File: src/rtl/debug_ctrl_dump.sv
// rtl/debug_ctrl_dump.sv - host debug controller: program load, run/step control, register dump
//
// Purpose:
//   Sits between the UART word assembler/serialiser and the CPU top. Receives
//   32-bit command/data words, loads a program into instruction memory, runs
//   the CPU continuously or one cycle at a time, and after every run or step
//   streams PC followed by NUM_REGS register values back to the host.
//
// Ports:
//   i_clk, i_reset           clock, synchronous active-high reset
//   i_rx_valid, i_rx_data    received word (one-cycle pulse)
//   i_halt                   CPU retired the halt word (level)
//   i_pc                     current CPU PC
//   i_reg_data               register file read data for o_reg_addr (same cycle)
//   i_tx_ready               transmitter accepts o_tx_data
//   o_imem_we/addr/wdata     instruction memory write port
//   o_cpu_en                 CPU clock enable
//   o_cpu_rst                CPU/pipeline reset request
//   o_reg_addr               register file debug read address
//   o_tx_valid, o_tx_data    word to transmit, held until accepted
//   o_prog_ready             a complete program is loaded
//   o_load_err               last load overflowed the instruction memory
//   o_mode                   current FSM state encoding

module debug_ctrl_dump #(
    parameter int IMEM_DEPTH = 256,
    parameter int NUM_REGS   = 32,
    localparam int AW = $clog2(IMEM_DEPTH),
    localparam int RW = $clog2(NUM_REGS)
) (
    input  logic          i_clk,
    input  logic          i_reset,
    input  logic          i_rx_valid,
    input  logic [31:0]   i_rx_data,
    input  logic          i_halt,
    input  logic [31:0]   i_pc,
    input  logic [31:0]   i_reg_data,
    input  logic          i_tx_ready,
    output logic          o_imem_we,
    output logic [AW-1:0] o_imem_addr,
    output logic [31:0]   o_imem_wdata,
    output logic          o_cpu_en,
    output logic          o_cpu_rst,
    output logic [RW-1:0] o_reg_addr,
    output logic          o_tx_valid,
    output logic [31:0]   o_tx_data,
    output logic          o_prog_ready,
    output logic          o_load_err,
    output logic [2:0]    o_mode
);

    localparam logic [31:0] CMD_CHM  = 32'h0063_686D;
    localparam logic [31:0] CMD_COM  = 32'h0063_6F6D;
    localparam logic [31:0] CMD_STM  = 32'h0073_746D;
    localparam logic [31:0] CMD_NXT  = 32'h006E_7874;
    localparam logic [31:0] CMD_CLST = 32'h636C_7374;
    localparam logic [31:0] CMD_END  = 32'hFFFF_FFFF;

    localparam logic [2:0] ST_IDLE      = 3'd0;
    localparam logic [2:0] ST_LOAD      = 3'd1;
    localparam logic [2:0] ST_RUN       = 3'd2;
    localparam logic [2:0] ST_STEP_WAIT = 3'd3;
    localparam logic [2:0] ST_STEP_EXEC = 3'd4;
    localparam logic [2:0] ST_DUMP      = 3'd5;

    // Counter is one bit wider than the address so it can reach IMEM_DEPTH,
    // which is the "memory full" marker.
    localparam logic [AW:0] DEPTH_FULL = (AW + 1)'(IMEM_DEPTH);
    // Slot 0 is the PC, slots 1..NUM_REGS are registers 0..NUM_REGS-1.
    localparam logic [RW:0] LAST_SLOT  = (RW + 1)'(NUM_REGS);
    localparam logic [RW:0] SLOT_ONE   = (RW + 1)'(1);

    logic [2:0]  state;
    logic [AW:0] wr_cnt;
    logic [RW:0] dump_slot;
    logic        dump_fetch;   // first cycle of a slot: capture the word
    logic        from_step;    // dump was started by NXT, may return to STEP_WAIT

    assign o_mode    = state;
    assign o_cpu_rst = (state == ST_LOAD);
    // Halt drops the enable in the same cycle so the CPU never runs past it.
    assign o_cpu_en  = ((state == ST_RUN) && !i_halt) || (state == ST_STEP_EXEC);

    always_ff @(posedge i_clk) begin
        if (i_reset) begin
            state        <= ST_IDLE;
            wr_cnt       <= '0;
            dump_slot    <= '0;
            dump_fetch   <= 1'b1;
            from_step    <= 1'b0;
            o_imem_we    <= 1'b0;
            o_imem_addr  <= '0;
            o_imem_wdata <= '0;
            o_reg_addr   <= '0;
            o_tx_valid   <= 1'b0;
            o_tx_data    <= '0;
            o_prog_ready <= 1'b0;
            o_load_err   <= 1'b0;
        end else begin
            o_imem_we <= 1'b0;

            // Outside DUMP keep the slot walker parked at the PC slot, so
            // every entry into DUMP starts a fresh report.
            if (state != ST_DUMP) begin
                dump_slot  <= '0;
                dump_fetch <= 1'b1;
            end

            case (state)
                ST_IDLE: begin
                    if (i_rx_valid) begin
                        if (i_rx_data == CMD_CHM) begin
                            state        <= ST_LOAD;
                            o_prog_ready <= 1'b0;
                            o_load_err   <= 1'b0;
                            wr_cnt       <= '0;
                        end else if (i_rx_data == CMD_COM && o_prog_ready) begin
                            state <= ST_RUN;
                        end else if (i_rx_data == CMD_STM && o_prog_ready) begin
                            state <= ST_STEP_WAIT;
                        end
                    end
                end

                ST_LOAD: begin
                    if (i_rx_valid) begin
                        if (wr_cnt == DEPTH_FULL) begin
                            o_load_err   <= 1'b1;
                            o_prog_ready <= 1'b0;
                            state        <= ST_IDLE;
                        end else begin
                            // END is stored too: it is the CPU's halt word.
                            o_imem_we    <= 1'b1;
                            o_imem_addr  <= wr_cnt[AW-1:0];
                            o_imem_wdata <= i_rx_data;
                            wr_cnt       <= wr_cnt + (AW + 1)'(1);
                            if (i_rx_data == CMD_END) begin
                                o_prog_ready <= 1'b1;
                                state        <= ST_IDLE;
                            end
                        end
                    end
                end

                ST_RUN: begin
                    if (i_halt) begin
                        from_step <= 1'b0;
                        state     <= ST_DUMP;
                    end
                end

                ST_STEP_WAIT: begin
                    if (i_rx_valid) begin
                        if (i_rx_data == CMD_NXT) begin
                            from_step <= 1'b1;
                            // Already halted: report without clocking the CPU.
                            state     <= i_halt ? ST_DUMP : ST_STEP_EXEC;
                        end else if (i_rx_data == CMD_CLST) begin
                            state <= ST_IDLE;
                        end
                    end
                end

                ST_STEP_EXEC: begin
                    from_step <= 1'b1;
                    state     <= ST_DUMP;
                end

                ST_DUMP: begin
                    if (dump_fetch) begin
                        o_tx_data  <= (dump_slot == '0) ? i_pc : i_reg_data;
                        o_tx_valid <= 1'b1;
                        dump_fetch <= 1'b0;
                    end else if (o_tx_valid && i_tx_ready) begin
                        o_tx_valid <= 1'b0;
                        if (dump_slot == LAST_SLOT) begin
                            // CPU is frozen during DUMP, so i_halt here is
                            // the state left behind by the step.
                            state <= (from_step && !i_halt) ? ST_STEP_WAIT : ST_IDLE;
                        end else begin
                            // Next slot k+1 reads register k.
                            o_reg_addr <= dump_slot[RW-1:0];
                            dump_slot  <= dump_slot + SLOT_ONE;
                            dump_fetch <= 1'b1;
                        end
                    end
                end

                default: state <= ST_IDLE;
            endcase
        end
    end

endmodule

File: config.mk
export PLATFORM = sky130hd
export DESIGN_NAME = debug_ctrl_dump
export DESIGN_NICKNAME = d
export VERILOG_FILES = /design/src/rtl/debug_ctrl_dump.sv
export SDC_FILE = /design/constraint.sdc
export NUM_CORES = 1
export LEC_CHECK = 0
export CORE_MARGIN = 5
export CORE_UTILIZATION = 35
export DETAILED_ROUTE_END_ITERATION = 6
export DONT_BUFFER_PORTS = 1
export GPL_TIMING_DRIVEN = 0
export SYNTH_ARGS = -nofsm -noshare
export SYNTH_HDL_FRONTEND = slang
export SYNTH_SLANG_ARGS = --single-unit
File: constraint.sdc
create_clock -name i_clk -period 3.5 [get_ports i_clk]
set_clock_uncertainty 0.15 [all_clocks]
set_input_delay 0.175 -clock i_clk [delete_from_list [all_inputs] [get_ports i_clk]]
set_output_delay 0.175 -clock i_clk [all_outputs]
set_load 0.02 [all_outputs]
==> results by group, run 1 <==
Outcome
  – Status: finished clean

Die
  – Initial Util: around 36%
  – Die height: 123 um
  – Top Ports: 187
  – Core area: 12600 um2
  – Chip width: 123 um
  – Cell Rows: 41
  – Die area: 15100 um2

Synth
  – Yosys reg bits: 101
  – Mean Syn Cell Area: 8.35 um2
  – Synth cell types: 48
  – Yosys warning count: 0
  – Dominant cell type by area after synthesis: dfxtp_1
  – Top-area cell type share of the netlist area: 45.2%
  – Asr flop ratio synth: 0%
  – Number of synthesized flops with an enable pin: 0
  – Synth top cells by count: nand2_1, dfxtp_1, nor2_1
  – Ranking of synthesized cells by area: dfxtp_1, nand2_1, mux2i_1, nor2_1, a211oi_1
  – Net Count, Synth: 641
  – Post-synthesis sequential area ratio: 45.2%
  – Instance count of the mapped netlist: 536
  – Post-Syn Area: 4480 um2
  – Ys flop type: dfxtp_1
  – Most frequent cell after synthesis: nand2_1

Clocking
  – Post_cts resized: 0
  – TritonCTS clock tree: done
  – CTS root buf: clkbuf_16
  – Post-CTS setup buffer count: 0
  – Htree depth: 3
  – CTS sink cnt: 101
  – Clock transition at path regs: 70 ps
  – Post-CTS Hold Buffers: 97
  – Clock latency on the worst-skew pair: ~350 ps
  – CTS Buffer Depth: 2
  – Num CTS Buffers: 9

Critical path
  – CP Launch Type: flop
  – CP Capture Type: flop
  – CP Data Arrival Time: 3180 ps
  – Crit-path max FO: 10
  – WP data required: 3600 ps
  – Crit path kind: flop to flop

Timing
  – Hold Fails Final Rpt: 0
  – Final Max Tran Viols: 0
  – Final setup violation count: 0
  – RSZ-0062 raised after global routing: false
  – Fin Setup TNS: 0 ps
  – Least-Margin Pin Slew: 1020 ps
  – Worst rel slew slack: a little under a third
  – Fmax: 0.325 GHz
  – Setup ws final: 419 ps
  – Minimum clock period: a little over 3000 ps
  – Tcrit/Tclk final: 88.0%

Job
  – Max-cap violation count: 0

Power
  – Leakage power: 2.18 nW
  – Maximum vdd drop: 0.240 mV
  – Tot Pwr: 0.00301 W
  – Pwr per Cell Area: 506 nW/um2

GRT
  – Total Routing Usage GR: 19.8%
  – Largest net degree at the start of global routing: 17
  – Vias in the first global route: 4450
  – First-pass GRT wire length: 23200 um
  – Initial antenna violation count: 0
  – GRT overflow: 0

Detailed routing
  – Detailed Route Iter0 Violations: 323
  – Drt wl/cell: 18.8 um
  – Final WL: 15500 um
  – Routed wl met3: around 1800 um
  – Wl on met1: just under 6000 um
  – Residual DRC count: 0
  – Met2 WL: 7370 um
  – Drt first pass iters: 5
  – Max Used Layer: met4
  – Vias per cell: 5.33
  – Routed vias: 4375
  – Number of nets with antenna violations after routing: 0

Finish
  – Nets: ~750
  – Post-Layout Cell Count: roughly 820
  – Share of layout cells above drive strength 1: between 5 and 6%
  – Filler Cell Count: 1191
  – Final core utilization: about 47%
  – Antenna diodes: 0
  – Synth-to-Final Area Change: 33.0%

Placed design
  – Dpl hpwl: 10400 um
  – GP Congestion: 0.854
  – Placed Cells: 708
  – Number of port buffers: 0
  – Setup WS pre-CTS: 715 ps

Hold path
  – HP Class: input pin to flop
-- where the power goes --
group / switching, W / internal (W) / total, W
logic: 0.000386 / 0.000253 / 0.000639
registers: 0.000156 / 0.00122 / 0.00138
clock network: 0.000445 / 0.000551 / 0.000995
-- critical path, cell delays in order (launching register included) --
cell and delay, ps:
dfxtp_1 360, inv_1 70, ha_1 130, nor4b_1 420, nor2b_1 190, clkbuf_1 280, buf_2 380, mux2i_1 120
dlygate4sd3_1 590, a211oi_1 280
-- metrics by stage --
step / cell area (um2) / hold slack (ps)
final: 5950 / 40.8
after global routing: 5950 / 46.6
after CTS: 5950 / 2.37
after detailed placement: 4690 / 168
after global placement: 4690 / 163
after floorplan: 4480 / 161
-- worst paths after layout --
kind,startpoint,slack (ps),to,cells after the start
max,dump_slot[0],420,o_tx_data[22],9
min reg2reg,wr_cnt[6],370,o_imem_addr[6],2
min,i_reg_data[20],40,o_tx_data[20],2
max reg2reg,dump_slot[0],420,o_tx_data[22],9
-- final cells by class --
type                       count  area, um2  share of cell area, %
inverter                      10       37.5                  0.631
tap                          172        215                   3.61
sequential                   101       2020                   34.0
clock inverter                 7       66.3                   1.11
timing repair buffer          97        971                   16.3
clock buffer                   9        225                   3.78
multi-input combinational    391       2260                   38.0
buffer                        34        153                   2.56
-- routing by layer --
layer  up-vias  GRT usage (%)
li1       2077              -
met1      2039           22.2
met2       231           33.5
met3        28           7.00
met4         0           9.41
met5         -              0
-- cell families (layout without fill, tap and decap cells) --
family,after synthesis,after routing,share of synthesized area (%)
compound gates,98,98,13.8
xor+xnor,12,12,2.35
fa+ha+maj,4,4,1.12
buf+inv,44,157,4.25
flops,101,101,45.2
mux,38,38,8.50
simple gates,239,239,24.8
-- sequential cells by signal, summed over array words and instances, names as in the netlist --
name          flops
from_step         1
dump_slot         6
o_imem_wdata     32
o_imem_addr       8
o_imem_we         1
o_reg_addr        5
o_tx_data        32
dump_fetch        1
wr_cnt            9
o_tx_valid        1
o_mode            3
o_load_err        1
o_prog_ready      1
-- placed cells by master (no fill, tap or decap), types with 2 or more instances in the layout --
master and n:
clkinv_2 4, nor4b_1 2, nor2b_1 4, xnor2_1 6, nor3_1 7, nor4_1 7, inv_1 9, nor2_1 72
or3_1 2, nor4_4 2, ha_1 4, or4_4 2, a211oi_1 35, nand4_1 13, o21ai_0 2, mux2i_1 38
a21o_1 3, clkbuf_16 9, o221a_2 2, nand2b_1 2, dlygate4sd3_1 97, or4_1 2, nand3_1 10, a21oi_1 49
buf_2 3, clkbuf_1 27, dfxtp_1 101, nand2_1 103, xor2_1 6, and2_1 2
(Power assumes the default switching activity.)
==> inputs of run 2 (changes only) <==
--- a/config.mk
+++ b/config.mk
@@ -5,11 +5,13 @@
 export SDC_FILE = /design/constraint.sdc
 export NUM_CORES = 1
 export LEC_CHECK = 0
+export CORE_ASPECT_RATIO = 1.25
 export CORE_MARGIN = 5
 export CORE_UTILIZATION = 35
 export DETAILED_ROUTE_END_ITERATION = 6
 export DONT_BUFFER_PORTS = 1
 export GPL_TIMING_DRIVEN = 0
+export RECOVER_POWER = 50
 export SYNTH_ARGS = -nofsm -noshare
 export SYNTH_HDL_FRONTEND = slang
 export SYNTH_SLANG_ARGS = --single-unit
==> results by group, run 2 (same netlist as run 1, synthesis figures left out) <==
Power
  – Int Power: 0.00196 W (-3.4%)
  – P_sw: 0.000985 W (-0.20%)
  – Flop pwr share: 46.8% (+1.0 points)
  – Pwr per Cell Area: 496 nW/um2 (-2.0%)
  – Combinational power share: 20.8% (-0.4 points)
  – Maximum vdd drop: 0.263 mV (+9.5%)
  – Leakage power: 2.17 nW (-0.52%)
  – Sw Share: 33.5% (+0.73 points)
  – Clock share of power: 32.5% (-0.5 points)

Clocking
  – Htree depth: 3 (unchanged)
  – Post_cts resized: 0 (unchanged)
  – CTS root buf: clkbuf_16
  – CTS Buffer Depth: 2 (unchanged)
  – CTS sink cnt: 101 (unchanged)
  – Post-CTS Hold Buffers: 98 (+1.0%)
  – TritonCTS clock tree: done
  – Num CTS Buffers: 9 (unchanged)
  – Post-CTS setup buffer count: 0 (unchanged)
  – Clock transition at path regs: 80 ps (about the same)
  – Clock latency on the worst-skew pair: 340 ps (about the same)

Critical path
  – CP Capture Type: flop
  – WP data required: 3550 ps (-50 ps)
  – Crit-path max FO: 10 (unchanged)
  – R2R setup slack: 410 ps (about the same)
  – CP top delay family: buffers and inverters
  – Buf/Inv on CP: 4 (unchanged)
  – Critical path cell sequence: inv_1 -> ha_1 -> nor4b_1 -> nor2b_1 -> clkbuf_1 -> buf_2 -> mux2i_1 -> dlygate4sd3_1 -> a211oi_1
  – Crit path largest cell delay: 600 ps (about the same)
  – CP Data Arrival Time: 3140 ps (-40 ps)
  – Critical path's slowest cell: dlygate4sd3_1
  – CP Launch Type: flop
  – Crit path kind: flop to flop

Timing
  – Setup ws final: 408 ps (-10.7 ps)
  – Worst rel slew slack: 35.6% (+4.5 points)
  – Tcrit/Tclk final: 88.3% (+0.30 points)
  – RSZ-0062 raised after global routing: false
  – Hold Fails Final Rpt: 0 (unchanged)
  – Final setup violation count: 0 (unchanged)
  – Fmax: 0.323 GHz (-0.35%)
  – Minimum clock period: 3090 ps (+10.7 ps)
  – Final Max Tran Viols: 0 (unchanged)
  – Least-Margin Pin Slew: 957 ps (-66.9 ps)
  – Fin Setup TNS: 0 ps (unchanged)
  – Hold Slack: 51.7 ps (+11.0 ps)

Hold path
  – HP Class: input pin to flop

Finish
  – Commonest cells after routing, fill and taps aside: nand2_1, dfxtp_1, dlygate4sd3_1, nor2_1, a21oi_1
  – Storage cell area: 2020 um2 (unchanged)
  – Filler Cell Count: 1179 (-1.0%)
  – Final core utilization: 47.1% (-0.31 points)
  – Top Registers: o_imem_wdata x32, o_tx_data x32, wr_cnt x9
  – Share of layout cells above drive strength 1: 4.77% (-0.32 points)
  – Area occupied by multi-input gates: 2260 um2 (unchanged)
  – Most common cell after layout, fill and taps aside: nand2_1
  – Synth-to-Final Area Change: 32.5%
  – Post-Layout Cell Count: 818 (-0.37%)
  – Antenna diodes: 0 (unchanged)
  – Nets: 750 (+0.13%)

GRT
  – GRT overflow: 0 (unchanged)
  – First-pass GRT wire length: 23200 um (about the same)
  – Largest net degree at the start of global routing: 19 (+2)
  – Total Routing Usage GR: 19.0% (-0.78 points)
  – Vias in the first global route: 4469 (+0.43%)
  – Initial antenna violation count: 0 (unchanged)

Die
  – Core area: 12600 um2 (+0.29%)
  – Die height: 136 um (+11%)
  – Initial Util: 35.5% (-0.10 points)
  – Top Ports: 187 (unchanged)
  – Die area: 15200 um2 (about the same)
  – Chip width: 111 um (-9.7%)
  – Cell Rows: 46 (+12%)

Detailed routing
  – Residual DRC count: 0 (unchanged)
  – Routed vias: 4320 (-1.3%)
  – Final WL: 14700 um (-4.9%)
  – Vias per cell: 5.28 (-0.90%)
  – Drt first pass iters: 5 (unchanged)
  – Drt wl/cell: 18.0 um (-4.5%)
  – Detailed Route Iter0 Violations: 261 (-19%)
  – Number of nets with antenna violations after routing: 0 (unchanged)

Placed design
  – Setup WS pre-CTS: 775 ps (+59.7 ps)
  – Number of port buffers: 0 (unchanged)
  – Placed Cells: 704 (-0.56%)
  – Dpl hpwl: 10200 um (-1.6%)
  – GP Congestion: 0.839 (-1.8%)

Outcome
  – Status: finished clean

Job
  – Max-cap violation count: 0 (unchanged)
==> run 2: cell count changes in the layout (fill, tap and decap cells not counted) <==
cell	before	now
buf_6	1	0
dlygate4sd3_1	97	98
clkinv_2	4	1
clkbuf_8	1	0
clkbuf_1	27	29
inv_6	0	4
bufinv_16	1	0
==> run 2: per-stage QoR <==
| stage | cell area, um2 | power (W) |
|---|---|---|
| floorplan | 4480 | 0.00179 |
| global placement | 4690 | 0.00192 |
| detailed placement | 4690 | 0.00193 |
| CTS | 5950 | 0.00298 |
| global route | 5930 | 0.00310 |
| finish | 5930 | 0.00294 |
==> run 2: worst reg2reg max path, delay by kind of cell (launching register included) <==
kind                     cells  cell delay [ps]
buffers and inverters        4             1320
AND/OR/NAND/NOR              2              650
adder cells (fa/ha/maj)      1              130
multiplexers                 1              260
flip-flops                   1              350
AO/OA/AOI/OAI                1               80
==> run 2: layout make-up <==
cell class                 instances  share of cell area (%)
tap                              168                    3.54
multi-input combinational        391                    38.2
inverter                          10                   0.633
timing repair buffer              98                    16.5
clock inverter                     7                   0.949
sequential                       101                    34.1
buffer                            34                    2.28
clock buffer                       9                    3.80
==> run 2: routing by layer <==
layer  GRT usage, %  up-vias  wire (um)
li1               -     2083          -
met1           19.6     1987       5400
met2           33.8      211       7250
met3           8.10       39       1570
met4           8.38        0        476
met5              0        -          0
==> run 2: final timing paths <==
path                     start        endpoint  depth (start not counted)
hold / removal         i_reset       o_mode[0]                          4
hold reg to reg      wr_cnt[6]  o_imem_addr[6]                          2
setup reg to reg  dump_slot[0]   o_tx_data[24]                          9
setup / recovery  dump_slot[0]   o_tx_data[24]                          9
==> run 2: power by group through the flow <==
stage | Sequential (W) | Clock (W) | Combinational (W)
after floorplan | 0.00138 | 0 | 0.000417
after global placement | 0.00140 | 0 | 0.000515
after detailed placement | 0.00140 | 0 | 0.000526
after CTS | 0.00138 | 0.000981 | 0.000617
after global routing | 0.00139 | 0.00104 | 0.000675
final | 0.00138 | 0.000956 | 0.000611
==> inputs of run 3 (changes only) <==
--- a/config.mk
+++ b/config.mk
@@ -11,6 +11,7 @@
 export DETAILED_ROUTE_END_ITERATION = 6
 export DONT_BUFFER_PORTS = 1
 export GPL_TIMING_DRIVEN = 0
+export PLACE_DENSITY_LB_ADDON = 0.08
 export RECOVER_POWER = 50
 export SYNTH_ARGS = -nofsm -noshare
 export SYNTH_HDL_FRONTEND = slang
==> results by group, run 3 (same netlist as run 1, synthesis figures left out) <==
Outcome
  – Status: finished clean

Power
  – Pwr per Cell Area: 512 nW/um2 (+3.2%)
  – Leakage power: 2.17 nW (+0.14%)
  – Maximum vdd drop: 0.222 mV (-16%)

Clocking
  – Clock transition at path regs: 70 ps (about the same)
  – CTS Buffer Depth: 2 (unchanged)
  – CTS sink cnt: 101 (unchanged)
  – Num CTS Buffers: 9 (unchanged)
  – TritonCTS clock tree: done
  – Post_cts resized: 0 (unchanged)
  – Htree depth: 3 (unchanged)
  – Clock latency on the worst-skew pair: 340 ps (about the same)
  – CTS root buf: clkbuf_16

Detailed routing
  – Drt first pass iters: 5 (unchanged)
  – Number of nets with antenna violations after routing: 0 (unchanged)
  – Final WL: 14000 um (-4.4%)
  – Drt wl/cell: 17.2 um (-4.1%)
  – Vias per cell: 5.13 (-2.9%)
  – Residual DRC count: 0 (unchanged)
  – Routed vias: 4178 (-3.3%)
  – Detailed Route Iter0 Violations: 163 (-38%)

Finish
  – Final core utilization: 47.1% (about the same)
  – Antenna diodes: 0 (unchanged)
  – Final non-filler cell area: 5930 um2 (about the same)
  – Commonest cells after routing, fill and taps aside: nand2_1, dfxtp_1, dlygate4sd3_1, nor2_1, a21oi_1
  – Nets: 747 (-0.40%)
  – Top Registers: o_imem_wdata x32, o_tx_data x32, wr_cnt x9
  – Share of layout cells above drive strength 1: 4.79% (+0.022 points)
  – Synth-to-Final Area Change: 32.6% (about the same)
  – Most common cell after layout, fill and taps aside: nand2_1
  – Filler Cell Count: 1239 (+5.1%)

Die
  – Die area: 15200 um2 (unchanged)
  – Top Ports: 187 (unchanged)
  – Die height: 136 um (unchanged)
  – Core area: 12600 um2 (unchanged)
  – Initial Util: 35.5% (unchanged)
  – Chip width: 111 um (unchanged)
  – Cell Rows: 46 (unchanged)

Timing
  – Hold Fails Final Rpt: 0 (unchanged)
  – Least-Margin Pin Slew: 981 ps (+24.0 ps)
  – Fmax: 0.334 GHz (+3.3%)
  – Final setup violation count: 0 (unchanged)
  – Minimum clock period: 2990 ps (-99.9 ps)
  – Final Max Tran Viols: 0 (unchanged)
  – Tcrit/Tclk final: 85.5% (-2.9 points)
  – Worst rel slew slack: 34.0% (-1.6 points)
  – Fin Setup TNS: 0 ps (unchanged)
  – RSZ-0062 raised after global routing: false

GRT
  – GRT overflow: 0 (unchanged)
  – Total Routing Usage GR: 18.4% (-0.58 points)
  – Vias in the first global route: 4319 (-3.4%)
  – Largest net degree at the start of global routing: 19 (unchanged)
  – First-pass GRT wire length: 22700 um (-2.3%)
  – Initial antenna violation count: 0 (unchanged)

Hold path
  – HP Class: input pin to flop

Critical path
  – CP Capture Type: flop
  – Crit-path max FO: 10 (unchanged)
  – CP Data Arrival Time: 3050 ps (-90 ps)
  – Crit path kind: flop to flop
  – CP Launch Type: flop
  – WP data required: 3560 ps (about the same)

Placed design
  – Dpl hpwl: 10400 um (+1.4%)
  – Dpl cell area: 4690 um2 (unchanged)
  – Number of port buffers: 0 (unchanged)
  – GP Congestion: 0.836 (-0.35%)

Job
  – Max-cap violation count: 0 (unchanged)
==> run 3: worst paths after layout <==
kind                                   start          endpoint  slack, ps  cells past startpoint
worst min register to register     wr_cnt[6]    o_imem_addr[6]        360                      2
worst max-delay path            dump_slot[0]     o_tx_data[27]        510                      9
worst max register to register  dump_slot[0]     o_tx_data[27]        510                      9
worst min-delay path              i_rx_valid  o_imem_wdata[31]         20                      3
==> run 3: where the power goes <==
part	switching, W	internal (W)	total, W
Sequential	0.000151	0.00122	0.00137
Clock	0.000466	0.000587	0.00105
Combinational	0.000372	0.000238	0.000610
Total	0.000989	0.00205	0.00304
==> run 3: critical path: stages, from the launching register on <==
cell,delay (ps)
dfxtp_1,360
inv_1,70
ha_1,130
nor4b_1,370
nor2b_1,230
clkbuf_1,280
buf_2,370
mux2i_1,260
dlygate4sd3_1,570
a211oi_1,60
==> run 3: metrics by stage <==
step | setup WS, ps | instances | hold slack [ps] | total power (W)
6_report | 508 | 815 | 18.9 | 0.00304
5_1_grt | 255 | 815 | 40.1 | 0.00320
4_1_cts | 498 | 815 | 13.7 | 0.00309
3_5_place_dp | 669 | 704 | 168 | 0.00194
3_3_place_gp | 682 | 704 | 164 | 0.00193
2_1_floorplan | 1130 | 536 | 161 | 0.00179
==> run 3: layout make-up <==
type                       count  area [um2]  share of cell area [%]
buffer                        34         135                    2.28
clock buffer                  10         239                    4.03
clock inverter                 6        76.3                    1.29
inverter                      10        37.5                   0.633
multi-input combinational    391        2260                    38.1
sequential                   101        2020                    34.1
tap                          168         210                    3.54
timing repair buffer          95         951                    16.0
==> run 3: metal layers <==
layer / wire [um] / track usage [%] / vias up
li1: - / - / 2074
met1: 5460 / 20.2 / 1919
met2: 6920 / 32.9 / 168
met3: 1460 / 6.95 / 17
met4: 209 / 6.29 / 0
met5: 0 / 0 / -
==> run 3: timing repair <==
action,CTS,global route
endpoints found under the hold margin,67,0
hold buffers,95,0
setup buffers,0,0
